===== src/rtl/rv_alu_seq.sv =====
// Issue/sequencing controller in front of rv_alu: registers one op per handshake,
// counts its class latency and returns the selected ALU result with its rd tag.

package rv_alu_seq_pkg;
    localparam int unsigned ALU_W = 5;

    typedef enum logic [ALU_W-1:0] {
        ALU_ADD, ALU_SUB, ALU_SLL, ALU_SLT, ALU_SLTU, ALU_XOR, ALU_SRL, ALU_SRA,
        ALU_OR, ALU_AND, ALU_MUL, ALU_MULH, ALU_MULHSU, ALU_MULHU, ALU_DIV, ALU_DIVU,
        ALU_REM, ALU_REMU, ALU_FADD, ALU_FSUB, ALU_FDIV
    } alu_t;
endpackage

module rv_alu_seq
    import rv_alu_seq_pkg::*;
#(
    parameter int unsigned LAT_MUL  = 1,
    parameter int unsigned LAT_FADD = 1,
    parameter int unsigned LAT_DIV  = 16,
    parameter int unsigned CNT_W    = 5
) (
    input  logic        clk,
    input  logic        xreset,
    input  logic        i_valid,
    output logic        i_ready,
    input  alu_t        i_alu,
    input  logic [31:0] i_rs1,
    input  logic [31:0] i_rs2,
    input  logic [4:0]  i_rd,
    input  logic        flush,
    output alu_t        alu,
    output logic [31:0] rrd1,
    output logic [31:0] rrd2,
    input  logic [31:0] rwdat,
    input  logic [31:0] rwdatx,
    output logic        o_valid,
    output logic [4:0]  o_rd,
    output logic [31:0] o_data,
    output logic        busy,
    output logic [31:0] stall_cnt
);

    localparam int unsigned DATA_W = 32;
    localparam int unsigned TAG_W  = 5;

    typedef enum logic {S_IDLE, S_EX} state_t;

    state_t              state_q, state_d;
    logic [CNT_W-1:0]    cnt_q, cnt_d;
    logic                sel_x_q, sel_x_d;
    logic [TAG_W-1:0]    tag_q, tag_d;
    alu_t                alu_d;
    logic [DATA_W-1:0]   rrd1_d, rrd2_d;
    logic                o_valid_d;
    logic [TAG_W-1:0]    o_rd_d;
    logic [DATA_W-1:0]   o_data_d;
    logic [DATA_W-1:0]   stall_cnt_d;
    logic                busy_d;
    logic                final_c;
    logic                accept_c;

    // Extra EX cycles for each op class beyond the single-cycle path.
    function automatic logic [CNT_W-1:0] op_lat(input alu_t op);
        case (op)
            ALU_MUL, ALU_MULH, ALU_MULHSU, ALU_MULHU:       op_lat = CNT_W'(LAT_MUL);
            ALU_FADD, ALU_FSUB:                            op_lat = CNT_W'(LAT_FADD);
            ALU_DIV, ALU_DIVU, ALU_REM, ALU_REMU, ALU_FDIV: op_lat = CNT_W'(LAT_DIV);
            default:                                       op_lat = '0;
        endcase
    endfunction

    function automatic logic op_is_mul(input alu_t op);
        case (op)
            ALU_MUL, ALU_MULH, ALU_MULHSU, ALU_MULHU: op_is_mul = 1'b1;
            default:                                  op_is_mul = 1'b0;
        endcase
    endfunction

    assign final_c  = (state_q == S_EX) && (cnt_q == '0);
    assign i_ready  = !flush && ((state_q == S_IDLE) || final_c);
    assign accept_c = i_valid && i_ready;

    // Next-state and registered-output computation.
    always_comb begin
        state_d     = state_q;
        cnt_d       = cnt_q;
        sel_x_d     = sel_x_q;
        tag_d       = tag_q;
        alu_d       = alu;
        rrd1_d      = rrd1;
        rrd2_d      = rrd2;
        o_valid_d   = 1'b0;
        o_rd_d      = o_rd;
        o_data_d    = o_data;
        stall_cnt_d = stall_cnt;

        if (i_valid && !i_ready && (stall_cnt != '1)) begin
            stall_cnt_d = stall_cnt + DATA_W'(1);
        end

        case (state_q)
            S_IDLE: ;
            S_EX: begin
                if (flush) begin
                    state_d = S_IDLE;
                    cnt_d   = '0;
                end else if (cnt_q != '0) begin
                    cnt_d = cnt_q - CNT_W'(1);
                end else begin
                    o_valid_d = 1'b1;
                    o_rd_d    = tag_q;
                    o_data_d  = sel_x_q ? rwdatx : rwdat;
                    state_d   = S_IDLE;
                end
            end
            default: state_d = S_IDLE;
        endcase

        // A new op in the final cycle keeps the controller in EX back-to-back.
        if (accept_c) begin
            state_d = S_EX;
            cnt_d   = op_lat(i_alu);
            sel_x_d = op_is_mul(i_alu);
            tag_d   = i_rd;
            alu_d   = i_alu;
            rrd1_d  = i_rs1;
            rrd2_d  = i_rs2;
        end

        busy_d = (state_d == S_EX);
    end

    always_ff @(posedge clk or negedge xreset) begin
        if (!xreset) begin
            state_q   <= S_IDLE;
            cnt_q     <= '0;
            sel_x_q   <= 1'b0;
            tag_q     <= '0;
            alu       <= ALU_ADD;
            rrd1      <= '0;
            rrd2      <= '0;
            o_valid   <= 1'b0;
            o_rd      <= '0;
            o_data    <= '0;
            stall_cnt <= '0;
            busy      <= 1'b0;
        end else begin
            state_q   <= state_d;
            cnt_q     <= cnt_d;
            sel_x_q   <= sel_x_d;
            tag_q     <= tag_d;
            alu       <= alu_d;
            rrd1      <= rrd1_d;
            rrd2      <= rrd2_d;
            o_valid   <= o_valid_d;
            o_rd      <= o_rd_d;
            o_data    <= o_data_d;
            stall_cnt <= stall_cnt_d;
            busy      <= busy_d;
        end
    end

endmodule


===== config.mk =====
export PLATFORM = sky130hd
export DESIGN_NAME = rv_alu_seq
export DESIGN_NICKNAME = d
export VERILOG_FILES = /design/src/rtl/rv_alu_seq.sv
export SDC_FILE = /design/constraint.sdc
export NUM_CORES = 1
export LEC_CHECK = 0
export BUFFER_PORTS_ARGS = -buffer_cell sky130_fd_sc_hd__buf_4
export CAP_MARGIN = 20
export CORE_ASPECT_RATIO = 0.9
export CORE_UTILIZATION = 44
export CTS_CLUSTER_DIAMETER = 80
export DETAILED_ROUTE_END_ITERATION = 10
export GPL_ROUTABILITY_DRIVEN = 0
export PLACE_DENSITY = 0.77
export RECOVER_POWER = 100
export SLEW_MARGIN = 15
export SYNTH_ARGS = -nofsm -noshare
export SYNTH_HDL_FRONTEND = slang
export SYNTH_SLANG_ARGS = --single-unit

===== constraint.sdc =====
create_clock -name clk -period 2 [get_ports clk]
set_input_delay 0.2 -clock clk [delete_from_list [all_inputs] [get_ports clk]]
set_output_delay 0.2 -clock clk [all_outputs]
set_load 0.02 [all_outputs]

==> implementation parameters <==
Parameter                              Value

Cells and area
  NumNets Final ... 1,055
  Diode count ... 0
  Layout overhead on the synthesized area ... 61.02%
  Filler Cells Inserted ... 1,065
  Final standard cell utilization of the core ... 73.25%
  Non-filler cells in the finished layout ... 1,120
  Most common cell after layout, fill and taps aside ... sky130_fd_sc_hd__buf_4
  Share of layout cells above drive strength 1 ... 45.55%
  Most frequent cells in the layout ... 179 x sky130_fd_sc_hd__buf_4, 149 x sky130_fd_sc_hd__dfrtp_1, 140 x sky130_fd_sc_hd__clkbuf_1, 56 x sky130_fd_sc_hd__mux2_4, 38 x sky130_fd_sc_hd__dlygate4sd3_1

Floorplan
  Die area ... 15,820 sq um
  Effective utilization at floorplan ... 45.49%
  Width of the chip ... 132.5 microns
  Standard cell core area ... 14,820 sq um
  Total I/O pin count ... 283
  Height of the die ... 119.4 microns
  Site Rows ... 42

STA
  Number of hold violations in the final report ... 0
  Final worst setup slack ... -0.2414 ns
  Count of pins over their slew limit ... 62
  Portion of the clock cycle consumed by the worst path in the final layout ... 112.1%
  Slew of the pin with the lowest slew margin ... 1.622 ns
  Maximum operating frequency ... 0.4462 GHz
  Clock skew ... 0.01077 ns
  Setup Viol. Count Final ... 147
  Final worst path period need ... 2.241 ns
  Worst-case hold slack ... 0.009743 ns
  Unrepaired setup endpoints after global routing ... true
  Worst slew margin ... -8.160%

Synthesis
  Syn_nets ... 662
  Synth Warn # ... 0
  Share of the yosys chip area belonging to registers ... 56.05%
  Post-Synthesis Cells ... 516
  Ranking of synthesized cells by area ... sky130_fd_sc_hd__dfrtp_1 56%, sky130_fd_sc_hd__mux2_4 11%, sky130_fd_sc_hd__mux2i_1 4.9%
  Synthesized area divided by synthesized cell count ... 13.06 sq um
  Share of async-settable or async-resettable flops after synthesis ... 100.0%
  Dominant cell type by area after synthesis ... sky130_fd_sc_hd__dfrtp_1
  Flop and latch count out of synthesis ... 151
  Most used flip-flop cell after synthesis ... sky130_fd_sc_hd__dfrtp_1
  Area share of the largest cell type after synthesis ... 56.05%
  Count of flip-flops with a built-in enable after synthesis ... 0
  Area of the mapped netlist ... 6741 sq um
  Count of distinct cell types in the synthesized netlist ... 44

Routing
  First-pass iteration count of the detailed router ... 4
  Detailed-route wire length ... 21,970 microns
  Routed Antenna Nets ... 0
  Average wire length per cell after detail routing ... 19.61 microns
  Number of vias per cell ... 5.196
  Number of design-rule violations left by the first detailed-router iteration ... 307
  Total via count after detailed routing ... 5,819
  Detailed-route DRC error count ... 0

Global route
  Wire length of the first global-routing pass ... 32,140 microns
  Leftover overflow at the end of global routing ... 0
  Antenna violations before repair ... 0
  Vias in the first global route ... 6,020
  Largest net degree at the start of global routing ... 64
  Global router's overall resource usage ... 26.63%

Placement
  Buffers added on ports ... 282
  Cell Count Post-Placement ... 1,014
  Half-perimeter wire length after detailed placement ... 12,540 microns

Power
  Power share of the clock group ... 22.1%
  Power share of the sequential group ... 34.5%
  Worst vdd ir ... 0.0009256 V
  Internal Pwr Total ... 0.008488 W
  Total power divided by cell area ... 1284 nW/um^2
  Switching Fraction ... 39.09%
  Static leakage power ... 4.945 nW
  Switching Power ... 0.005448 W
  Proportion of power drawn by combinational gates ... 43.4%

CTS
  Clock tree from TritonCTS ... done
  Insertion delay of the later-clocked pin in the worst-skew pair ... 0.43 ns
  Maximum count of clock buffers along a single path ... 2
  Number of clock sinks seen by CTS ... 151
  Clock input transition at the sequential cells of the worst setup and hold paths ... 0.07 ns
  Clock root cell ... sky130_fd_sc_hd__clkbuf_16
  H-tree depth ... 4
  TritonCTS buffer count ... 17

Worst setup path
  Cell seen most often among critical-path stages ... sky130_fd_sc_hd__buf_12
  Critical setup path kind ... reg -> reg
  Worst path cell trace ... inv_2 > ha_4 > or4b_4 > buf_6 > nand2_4 > and3_4 > buf_12 > buf_12 > buf_16 > mux2_4
  Critical Path Fanout Max ... 5
  Data arrival time at the worst-slack endpoint ... 2.55 ns
  Data required time at the worst endpoint ... 2.31 ns
  Stage delay of the slowest cell on the critical path ... 0.47 ns
  Launching element type of the critical path ... flop
  Endpoint type of the worst setup path ... flop
  Highest-delay cell along the critical path ... sky130_fd_sc_hd__or4b_4

Min path
  Path category of the worst min-delay check ... in -> reg

Outcome
  Status ... finished, violations left
  Violations in the final reports ... max-capacitance violations, max-slew violations, negative setup slack

Run
  Max-capacitance violation count ... 1
-- metal layers --
layer  routed length [microns]  vias up  GRT usage, %
li1                          -     2606             -
met1                      8814     2969         31.42
met2                     11710      216         47.76
met3                      1061       28         6.130
met4                       382        0         8.693
met5                         0        -             0
-- cells by family after synthesis --
group,share of synthesized area (%)
buffers and inverters,3.415
AO/OA/AOI/OAI,5.345
AND/OR/NAND/NOR,9.911
adder cells (fa/ha/maj),0.7424
multiplexers,20.38
XOR/XNOR,4.157
flip-flops,56.05
-- final cells by class --
| type | instances | area, sq um | share of cell area [%] |
|---|---|---|---|
| Clock buffer | 17 | 425.4 | 3.919 |
| Timing Repair Buffer | 398 | 3044 | 28.04 |
| Sequential cell | 151 | 3781 | 34.83 |
| Clock inverter | 15 | 133.9 | 1.233 |
| Inverter | 8 | 42.54 | 0.3919 |
| Tap cell | 198 | 247.7 | 2.282 |
| Multi-Input combinational cell | 333 | 3181 | 29.30 |
-- critical path: cells and delay by family, from the launching register on --
| kind | cells | cell delay (ns) |
|---|---|---|
| adder cells (fa/ha/maj) | 1 | 0.12 |
| buffers and inverters | 5 | 0.57 |
| flip-flops | 1 | 0.39 |
| multiplexers | 1 | 0.31 |
| AND/OR/NAND/NOR | 3 | 0.73 |
-- per-stage QoR --
stage / setup WS [ns] / cell area, sq um / total power (W) / TNS [ns]
after detailed placement: -0.1430 / 9321 / 0.009934 / -11.29
after floorplan: -0.1904 / 6755 / 0.007538 / -12.15
final: -0.2414 / 10860 / 0.01394 / -23.15
after global routing: -0.2965 / 10860 / 0.01453 / -36.77
after CTS: -0.2166 / 11090 / 0.01418 / -22.06
after global placement: -0.09547 / 9321 / 0.009757 / -5.322
-- Yosys cell counts (7+ instances only) --
cell and n:
sky130_fd_sc_hd__clkbuf_1 14, sky130_fd_sc_hd__dfrtp_1 151, sky130_fd_sc_hd__inv_1 7, sky130_fd_sc_hd__mux2_2 26, sky130_fd_sc_hd__mux2_4 50, sky130_fd_sc_hd__mux2i_1 33, sky130_fd_sc_hd__nand2_1 62, sky130_fd_sc_hd__nand3_1 8
sky130_fd_sc_hd__nand4_1 20, sky130_fd_sc_hd__nor2_1 17, sky130_fd_sc_hd__o21ai_0 38, sky130_fd_sc_hd__xnor2_1 24, sky130_fd_sc_hd__xor2_1 8
-- state kept, by name, indices dropped and copies added, names as in the netlist --
signal	count
o_valid	1
o_data	32
tag_q	5
cnt_q	5
alu	5
rrd2	32
sel_x_q	1
rrd1	32
stall_cnt	32
state_q	1
o_rd	5
-- what timing repair did --
| item | in CTS | in global routing |
|---|---|---|
| setup endpoints to repair | 145 | 149 |
| hold buffers | 30 | 8 |
| gates cloned | 14 | 1 |
| hold endpoints to repair | 88 | 8 |
| pin swaps | 68 | 30 |
| setup buffers | 22 | 1 |
| gates resized for setup | 128 | 51 |
-- power by group through the flow --
| stage | clock network (W) | registers (W) | logic [W] |
|---|---|---|---|
| 6_report | 0.00308 | 0.00481 | 0.00605 |
| 5_1_grt | 0.00324 | 0.00490 | 0.00638 |
| 4_1_cts | 0.00309 | 0.00469 | 0.00641 |
| 3_5_place_dp | 0 | 0.00465 | 0.00528 |
| 3_3_place_gp | 0 | 0.00461 | 0.00514 |
| 2_1_floorplan | 0 | 0.00573 | 0.00181 |
-- path summary, 6_finish.rpt --
path / from / end / slack, ns / cells past startpoint
worst min register to register: o_data[3] / o_data[3] / 0.50 / 2
worst min-delay path: i_rs2[15] / rrd2[15] / 0.01 / 2
min in group asynchronous: xreset / stall_cnt[22] / 0.71 / 2
max in group asynchronous: xreset / sel_x_q / 0.19 / 2
worst max register to register: cnt_q[0] / rrd1[21] / -0.24 / 10
worst max-delay path: cnt_q[0] / rrd1[21] / -0.24 / 10
No activity file was read; power rests on OpenSTA's default activity.
